<file path="src/rtl/mano_ctrl_seq.sv">
// Mano basic computer control sequencer: owns the timing counter and run flag,
// decodes IR and issues per-cycle register, memory and bus controls.
module mano_ctrl_seq (
  input  logic        CLK,
  input  logic        RST,
  input  logic [15:0] IN_IR,
  input  logic        DR_ZERO,
  output logic [2:0]  t,
  output logic [7:0]  D,
  output logic        I,
  output logic        S,
  output logic [2:0]  BUS_SEL,
  output logic        LD_AR,
  output logic        LD_IR,
  output logic        LD_PC,
  output logic        LD_DR,
  output logic        INR_PC,
  output logic        INR_AR,
  output logic        INR_DR,
  output logic        MEM_WR,
  output logic        ALU_EN,
  output logic        EXEC_RR,
  output logic        EXEC_IO
);

  typedef enum logic [2:0] {
    T0, T1, T2, T3, T4, T5, T6, T7
  } tstate_e;

  typedef enum logic [2:0] {
    BUS_NONE, BUS_AR, BUS_PC, BUS_DR,
    BUS_AC, BUS_IR, BUS_TR, BUS_MEM
  } bus_e;

  tstate_e    t_q, t_d;
  logic [7:0] d_q, d_d;
  logic       i_q, i_d;
  logic       s_q, s_d;

  bus_e bus;
  logic clr;
  logic ld_ar, ld_ir, ld_pc, ld_dr;
  logic inr_pc, inr_ar, inr_dr;
  logic mem_wr, alu_en, exec_rr, exec_io;

  // Address field and remaining RR/IO bits are consumed by the datapath.
  logic unused_ir;
  assign unused_ir = ^IN_IR[11:1];

  always_ff @(posedge CLK) begin
    if (RST) begin
      t_q <= T0;
      d_q <= '0;
      i_q <= 1'b0;
      s_q <= 1'b1;
    end else begin
      t_q <= t_d;
      d_q <= d_d;
      i_q <= i_d;
      s_q <= s_d;
    end
  end

  always_comb begin
    t_d     = t_q;
    d_d     = d_q;
    i_d     = i_q;
    s_d     = s_q;
    clr     = 1'b0;
    bus     = BUS_NONE;
    ld_ar   = 1'b0;
    ld_ir   = 1'b0;
    ld_pc   = 1'b0;
    ld_dr   = 1'b0;
    inr_pc  = 1'b0;
    inr_ar  = 1'b0;
    inr_dr  = 1'b0;
    mem_wr  = 1'b0;
    alu_en  = 1'b0;
    exec_rr = 1'b0;
    exec_io = 1'b0;

    if (s_q && !RST) begin
      t_d = tstate_e'(t_q + 3'd1);
      unique case (t_q)
        T0: begin
          bus   = BUS_PC;
          ld_ar = 1'b1;
        end
        T1: begin
          bus    = BUS_MEM;
          ld_ir  = 1'b1;
          inr_pc = 1'b1;
        end
        T2: begin
          d_d   = 8'd1 << IN_IR[14:12];
          i_d   = IN_IR[15];
          bus   = BUS_IR;
          ld_ar = 1'b1;
        end
        T3: begin
          if (d_q[7]) begin
            clr = 1'b1;
            if (i_q) begin
              exec_io = 1'b1;
            end else begin
              exec_rr = 1'b1;
              if (IN_IR[0]) s_d = 1'b0;
            end
          end else if (i_q) begin
            bus   = BUS_MEM;
            ld_ar = 1'b1;
          end
        end
        T4: begin
          unique case (1'b1)
            d_q[0], d_q[1], d_q[2], d_q[6]: begin
              bus   = BUS_MEM;
              ld_dr = 1'b1;
            end
            d_q[3]: begin
              bus    = BUS_AC;
              mem_wr = 1'b1;
              clr    = 1'b1;
            end
            d_q[4]: begin
              bus   = BUS_AR;
              ld_pc = 1'b1;
              clr   = 1'b1;
            end
            d_q[5]: begin
              bus    = BUS_PC;
              mem_wr = 1'b1;
              inr_ar = 1'b1;
            end
            default: clr = 1'b1;
          endcase
        end
        T5: begin
          unique case (1'b1)
            d_q[0], d_q[1], d_q[2]: begin
              alu_en = 1'b1;
              clr    = 1'b1;
            end
            d_q[5]: begin
              bus   = BUS_AR;
              ld_pc = 1'b1;
              clr   = 1'b1;
            end
            d_q[6]: inr_dr = 1'b1;
            default: clr = 1'b1;
          endcase
        end
        T6: begin
          clr = 1'b1;
          if (d_q[6]) begin
            bus    = BUS_DR;
            mem_wr = 1'b1;
            inr_pc = DR_ZERO;
          end
        end
        T7: clr = 1'b1;
        default: clr = 1'b1;
      endcase
      if (clr) t_d = T0;
    end
  end

  assign t       = t_q;
  assign D       = d_q;
  assign I       = i_q;
  assign S       = s_q;
  assign BUS_SEL = bus;
  assign LD_AR   = ld_ar;
  assign LD_IR   = ld_ir;
  assign LD_PC   = ld_pc;
  assign LD_DR   = ld_dr;
  assign INR_PC  = inr_pc;
  assign INR_AR  = inr_ar;
  assign INR_DR  = inr_dr;
  assign MEM_WR  = mem_wr;
  assign ALU_EN  = alu_en;
  assign EXEC_RR = exec_rr;
  assign EXEC_IO = exec_io;

endmodule

</file>
<file path="config.mk">
export PLATFORM = sky130hd
export DESIGN_NAME = mano_ctrl_seq
export DESIGN_NICKNAME = d
export VERILOG_FILES = /design/src/rtl/mano_ctrl_seq.sv
export SDC_FILE = /design/constraint.sdc
export NUM_CORES = 1
export LEC_CHECK = 0
export ABC_AREA = 1
export CAP_MARGIN = 30
export CORE_AREA = 3 3 51 53
export CTS_CLUSTER_DIAMETER = 100
export DETAILED_ROUTE_END_ITERATION = 8
export DIE_AREA = 0 0 54 56
export PLACE_DENSITY = 0.8
export REMOVE_ABC_BUFFERS = 1
export SLEW_MARGIN = 10
export SYNTH_ARGS = -nofsm -noshare
export SYNTH_HDL_FRONTEND = slang
export SYNTH_SLANG_ARGS = --single-unit
export TNS_END_PERCENT = 50
</file>
<file path="constraint.sdc">
create_clock -name CLK -period 2.3 [get_ports CLK]
set_input_delay 0.345 -clock CLK [delete_from_list [all_inputs] [get_ports CLK]]
set_output_delay 0.345 -clock CLK [all_outputs]
set_load 0.01 [all_outputs]
</file>
==> out/results.ini, run 1 <==
[timing]
rsz0062_at_grt = false
period_needed_ps = 2214
maxSlewViolCount = 0
worst_slew_pin_slew_ps = 216.6
layout_setup_ws_ps = 85.82
hold_viol = 0
relSlewSlack = 0.8551
finalCritPeriodShare = 0.9627
skew_ps = 3.232
finalSetupViolations = 0
fmax_ghz = 0.4516
setup-tns-final_ps = 0

[routing]
antenna_left = 0
drt_wl_total_um = 2333
met3WireLength_um = 160
route.detailed.drc = 0
first_pass_iters = 4
drt_iter0_drc = 29
num_vias = 1000
top_layer = met4
wl_met1_um = 1019
wl_met2_um = 1121
drt-vias-per-instance = 5.128
wl_per_cell_um = 11.96

[cts]
clock_latency_ps = 270
root_buffer = clkbuf_4
clk_path_buf_depth = 2
clock_sinks = 13
postCtsSetupBuffers = 0
htreeDepth = 1
clkSlewWorstSetupHoldPaths_ps = 80
numCtsBuffers = 3
cts_tree = built

[global_routing]
grt_antenna_before_repair = 0
grt_pass1_vias = 888
grt_pass1_wl_um = 3670
grt_use_total = 0.1599
overflow = 0
grt_max_degree = 14

[setup_path]
critPathLaunchType = primary input
reg2reg_to = t[0]
crit_fanout = 12
arrival_ps = 1870
critPathKind = primary input to output port
r2r_setup_slack_ps = 790
path_cells = clkdlybuf4s50_1 > inv_4 > nand2_4 > buf_4 > a21oi_1 > clkdlybuf4s50_1
required_ps = 1960
rr_worst_depth = 7
cpPeakStageDelay_ps = 550
cp-end-kind = output port
crit_path_top_delay_cell = clkdlybuf4s50_1
r2r-start = t[0]
cp_common_cell = clkdlybuf4s50_1

[power]
p_total_mw = 0.4897
cellLeakagePower_nw = 0.6472
power_density_nw_per_um2 = 380.3
ir_worst_vdd_mv = 0.2528

[synth]
syn_area_per_cell_um2 = 6.781
synthDistinctLibCells = 25
syn-cell-area_um2 = 888.4
ys_warn_count = 0
syn_inst = 131
synth-edff-count = 0
synth-seq-cells = 13
yosysMostFrequentCell = nand2_1
synth.area.top_cells = dfxtp_1 (29%), nand2_1 (9.3%), a21oi_1 (9.0%)
synth_top_area_cell = dfxtp_1
synth_ff_type = dfxtp_1
synth-seq-area-share = 0.2930
synth_common_cells = nand2_1 (22), a21oi_1 (16), inv_1 (16)
synth_top_area_frac = 0.2930
async_flop_share = 0

[hold_path]
min_from = D[1]
worstHoldEndpoint = D[1]
hold_class = flip-flop to flip-flop
hold_depth = 2

[floorplanning]
die-area_um2 = 3024
die_h_um = 56
core_um2 = 2191
die_w_um = 54
rows = 17
start_util = 0.4055
io_pins = 46

[placed_design]
gp_congestion = 0.8308
dp_slack_ps = 34.35
dpl-instance-area_um2 = 1240
place_hpwl_um = 1898
numPortBuffers = 34

[cells_and_area]
layout-drive-gt1-share = 0.1078
fill_cells = 205
fin_area_um2 = 1287
area_growth_pct = 44.93
utilization = 0.5877
nets = 192
antenna_cells = 0

[flow_run]
cap_violations = 0

[status]
status = completed

metal layers:
| metal | vias to the layer above | track usage |
|---|---|---|
| met2 | 40 | 0.2595 |
| met1 | 443 | 0.1919 |
| met4 | 0 | 0.08897 |
| met3 | 4 | 0.02681 |
| li1 | 513 | - |
| met5 | - | 0 |
power by group:
| group | internal (mW) | leakage [nW] | switching [mW] |
|---|---|---|---|
| Sequential | 0.231 | 0.106 | 0.00701 |
| Clock | 0.0672 | 0.0150 | 0.0737 |
| Combinational | 0.0538 | 0.526 | 0.0573 |
| Total | 0.352 | 0.647 | 0.138 |
state kept, by name, summed over array words and instances (netlist names):
| signal | cells |
|---|---|
| D | 8 |
| I | 1 |
| S | 1 |
| t | 3 |
cells in the final DEF, fill, tap and decap left out, types with 2 or more instances in the layout:
master,synthesis,layout
nand3_1,7,7
dlygate4sd2_1,0,4
dlymetal6s2s_1,0,7
o21ai_0,9,9
nand4_1,6,6
dfxtp_2,0,3
clkbuf_4,0,3
inv_1,16,15
ha_2,0,2
dfxtp_1,13,10
nor2_1,12,12
buf_4,0,2
inv_2,2,3
nand2_1,22,22
nor3_1,7,7
ha_1,5,3
clkdlybuf4s50_1,0,23
a21oi_1,16,16
worst max-delay path, delay by kind of cell:
| family | cells | cell delay [ps] |
|---|---|---|
| AO/OA/AOI/OAI | 1 | 120 |
| AND/OR/NAND/NOR | 1 | 100 |
| buffers and inverters | 4 | 1300 |
layout make-up:
| type | count | area, um^2 | area share |
|---|---|---|---|
| Multi-Input combinational cell | 95 | 520.5 | 0.4043 |
| Clock buffer | 4 | 26.28 | 0.02041 |
| Sequential cell | 13 | 264.0 | 0.2051 |
| Inverter | 19 | 73.82 | 0.05734 |
| Tap cell | 28 | 35.03 | 0.02721 |
| Timing Repair Buffer | 36 | 367.9 | 0.2857 |
kinds of logic after synthesis:
group | count (synthesis) | share of synthesized area
flops | 13 | 0.2930
fa+ha+maj | 5 | 0.07042
buf+inv | 23 | 0.1268
compound gates | 30 | 0.1789
simple gates | 60 | 0.3310
what timing repair did:
item / 4_1_cts / 5_1_grt
setup endpoints to repair: 7 / 7
resized for setup: 9 / 8
hold buffers: 0 / 0
worst max-delay path by stage:
stage / start / endpoint / cells after the start
3_5_place_dp: RST / BUS_SEL[1] / 7
6_report: RST / LD_AR / 6
2_1_floorplan: t[0] / BUS_SEL[1] / 5
4_1_cts: t[1] / EXEC_IO / 5
3_3_place_gp: RST / BUS_SEL[1] / 7
5_1_grt: t[1] / BUS_SEL[0] / 11
through the flow:
stage                     hold WS (ps)  cells
after detailed placement         478.5    191
after floorplan                  414.1    127
after global placement           470.4    191
after CTS                        490.4    195
final                            485.6    195
after global routing             513.0    195
(Power assumes the default switching activity.)
==> run 2, diff against run 1 <==
--- a/config.mk
+++ b/config.mk
@@ -7,10 +7,10 @@
 export LEC_CHECK = 0
 export ABC_AREA = 1
 export CAP_MARGIN = 30
-export CORE_AREA = 3 3 51 53
+export CORE_AREA = 5 5 53 55
 export CTS_CLUSTER_DIAMETER = 100
 export DETAILED_ROUTE_END_ITERATION = 8
-export DIE_AREA = 0 0 54 56
+export DIE_AREA = 0 0 58 60
 export PLACE_DENSITY = 0.8
 export REMOVE_ABC_BUFFERS = 1
 export SLEW_MARGIN = 10
==> run 2 against run 1 <==
Effect of this change: die area is 15% higher; core utilization shrank 2.7 points; fmax is 0.33% higher.
==> out/results.ini, run 2 (synthesis results as in run 1) <==
[status]
status = completed

[floorplanning]
io_pins = 46
core_um2 = 2342
start_util = 0.3793
rows = 18
die_h_um = 60
die_w_um = 58
die-area_um2 = 3480

[setup_path]
required_ps = 1960
critPathKind = flip-flop to output port
path_delay_family = buffers and inverters
crit_fanout = 6
crit_buf_inv = 2
r2r-start = t[2]
critPathLaunchType = flip-flop
crit_path_top_delay_cell = clkdlybuf4s50_1
crit_start = t[0]
rr_worst_depth = 7
cp-end-kind = output port
cpPeakStageDelay_ps = 560
arrival_ps = 1860
cp.depth = 5
path_cells = inv_1 > ha_1 > nand3_1 > o22ai_1 > clkdlybuf4s50_1

[power]
power.switching_mw = 0.1430
p_total_mw = 0.4955
power_density_nw_per_um2 = 377.2
p_comb_frac = 0.228
cellLeakagePower_nw = 0.6421
power_frac_clock = 0.293
p_int_mw = 0.3525
ir_worst_vdd_mv = 0.2977
seqPwrFrac = 0.478
swShare = 0.2887

[cts]
htreeDepth = 1
clk_path_buf_depth = 2
clkSlewWorstSetupHoldPaths_ps = 80
cts_tree = built
root_buffer = clkbuf_4
clock_sinks = 13
clock_latency_ps = 280
numCtsBuffers = 3
cts_hold_buffers = 0

[cells_and_area]
fill_cells = 255
fin_area_um2 = 1314
nets = 195
layout-drive-gt1-share = 0.1176
antenna_cells = 0
area_growth_pct = 47.89
largest_reg_flops = 8
layout.cells.non_filler = 200
final_common_cell = clkdlybuf4s50_1
most-common-layout-cells = clkdlybuf4s50_1 (24), nand2_1 (22), a21oi_1 (16), inv_1 (15), nor2_1 (12)

[placed_design]
place_hpwl_um = 1931
dpl-instance-area_um2 = 1257
numPortBuffers = 34
gp_congestion = 0.9264
dp.cells = 195

[hold_path]
hold_depth = 2
hold_class = flip-flop to flip-flop
min_from = D[4]

[routing]
drt_wl_total_um = 2513
wl_per_cell_um = 12.57
drt-vias-per-instance = 5.135
route.detailed.drc = 0
drt_iter0_drc = 32
first_pass_iters = 4
num_vias = 1027
antenna_left = 0

[timing]
fmax_ghz = 0.4531
period_needed_ps = 2207
maxSlewViolCount = 0
finalCritPeriodShare = 0.9595
skew_ps = 2.000
hold_viol = 0
hold_slack_ps = 494.8
rsz0062_at_grt = true
finalSetupViolations = 0
relSlewSlack = 0.8231
worst_slew_pin_slew_ps = 265.0

[global_routing]
overflow = 0
grt_use_total = 0.1465
grt_pass1_vias = 930
grt_max_degree = 16
grt_pass1_wl_um = 3912
grt_antenna_before_repair = 0

[flow_run]
cap_violations = 0

==> run 2: cell count changes in the layout (fill, tap and decap cells not counted), sizes merged <==
cell	previous run	this run
buf	2	5
dlymetal6s2s	7	6
clkdlybuf4s50	23	24
==> run 2: area by class of cell <==
class / count / area, um^2 / share of cell area
Clock buffer: 4 / 26.28 / 0.02000
Inverter: 19 / 73.82 / 0.05619
Multi-Input combinational cell: 95 / 523.0 / 0.3981
Sequential cell: 13 / 265.3 / 0.2019
Tap cell: 30 / 37.54 / 0.02857
Timing Repair Buffer: 39 / 387.9 / 0.2952
==> run 2: per-stage QoR <==
| step | TNS (ps) | setup WS, ps | utilization |
|---|---|---|---|
| floorplan | 0 | 637.2 | - |
| global placement | 0 | 63.85 | 0.5369 |
| detailed placement | 0 | 59.02 | 0.5369 |
| CTS | 0 | 8.534 | 0.5513 |
| global route | -20.60 | -20.60 | 0.5609 |
| finish | 0 | 93.13 | 0.5609 |
==> run 2: path summary, 6_finish.rpt <==
check / to / slack [ps]
setup reg to reg: t[1] / 740
hold reg to reg: D[4] / 490
setup / recovery: INR_PC / 90
hold / removal: D[4] / 490
==> run 2: power groups by stage <==
stage	logic [mW]	registers [mW]	clock network, mW
2_1_floorplan	0.0543	0.243	0
5_1_grt	0.123	0.238	0.163
4_1_cts	0.114	0.238	0.143
3_5_place_dp	0.115	0.242	0
3_3_place_gp	0.112	0.242	0
6_report	0.113	0.237	0.145
==> run 2: timing repair <==
| action | 4_1_cts | 5_1_grt |
|---|---|---|
| cloned | 0 | 0 |
| setup endpoints to repair | 9 | 8 |
| endpoints found under the hold margin | 0 | 0 |
| buffers inserted | 1 | 0 |
| gates resized for setup | 8 | 8 |
==> run 2: layer usage <==
metal | track usage | vias to the layer above | part of all wire
li1 | - | 516 | -
met1 | 0.1623 | 460 | 0.44
met2 | 0.2435 | 45 | 0.47
met3 | 0.04536 | 6 | 0.073
met4 | 0.09272 | 0 | 0.017
met5 | 0 | - | 0
==> run 2: worst min-delay path: cells and delay by family, from the launching register on <==
kind / cells / cell delay, ps
compound gates: 1 / 60
simple gates: 1 / 60
flops: 1 / 330
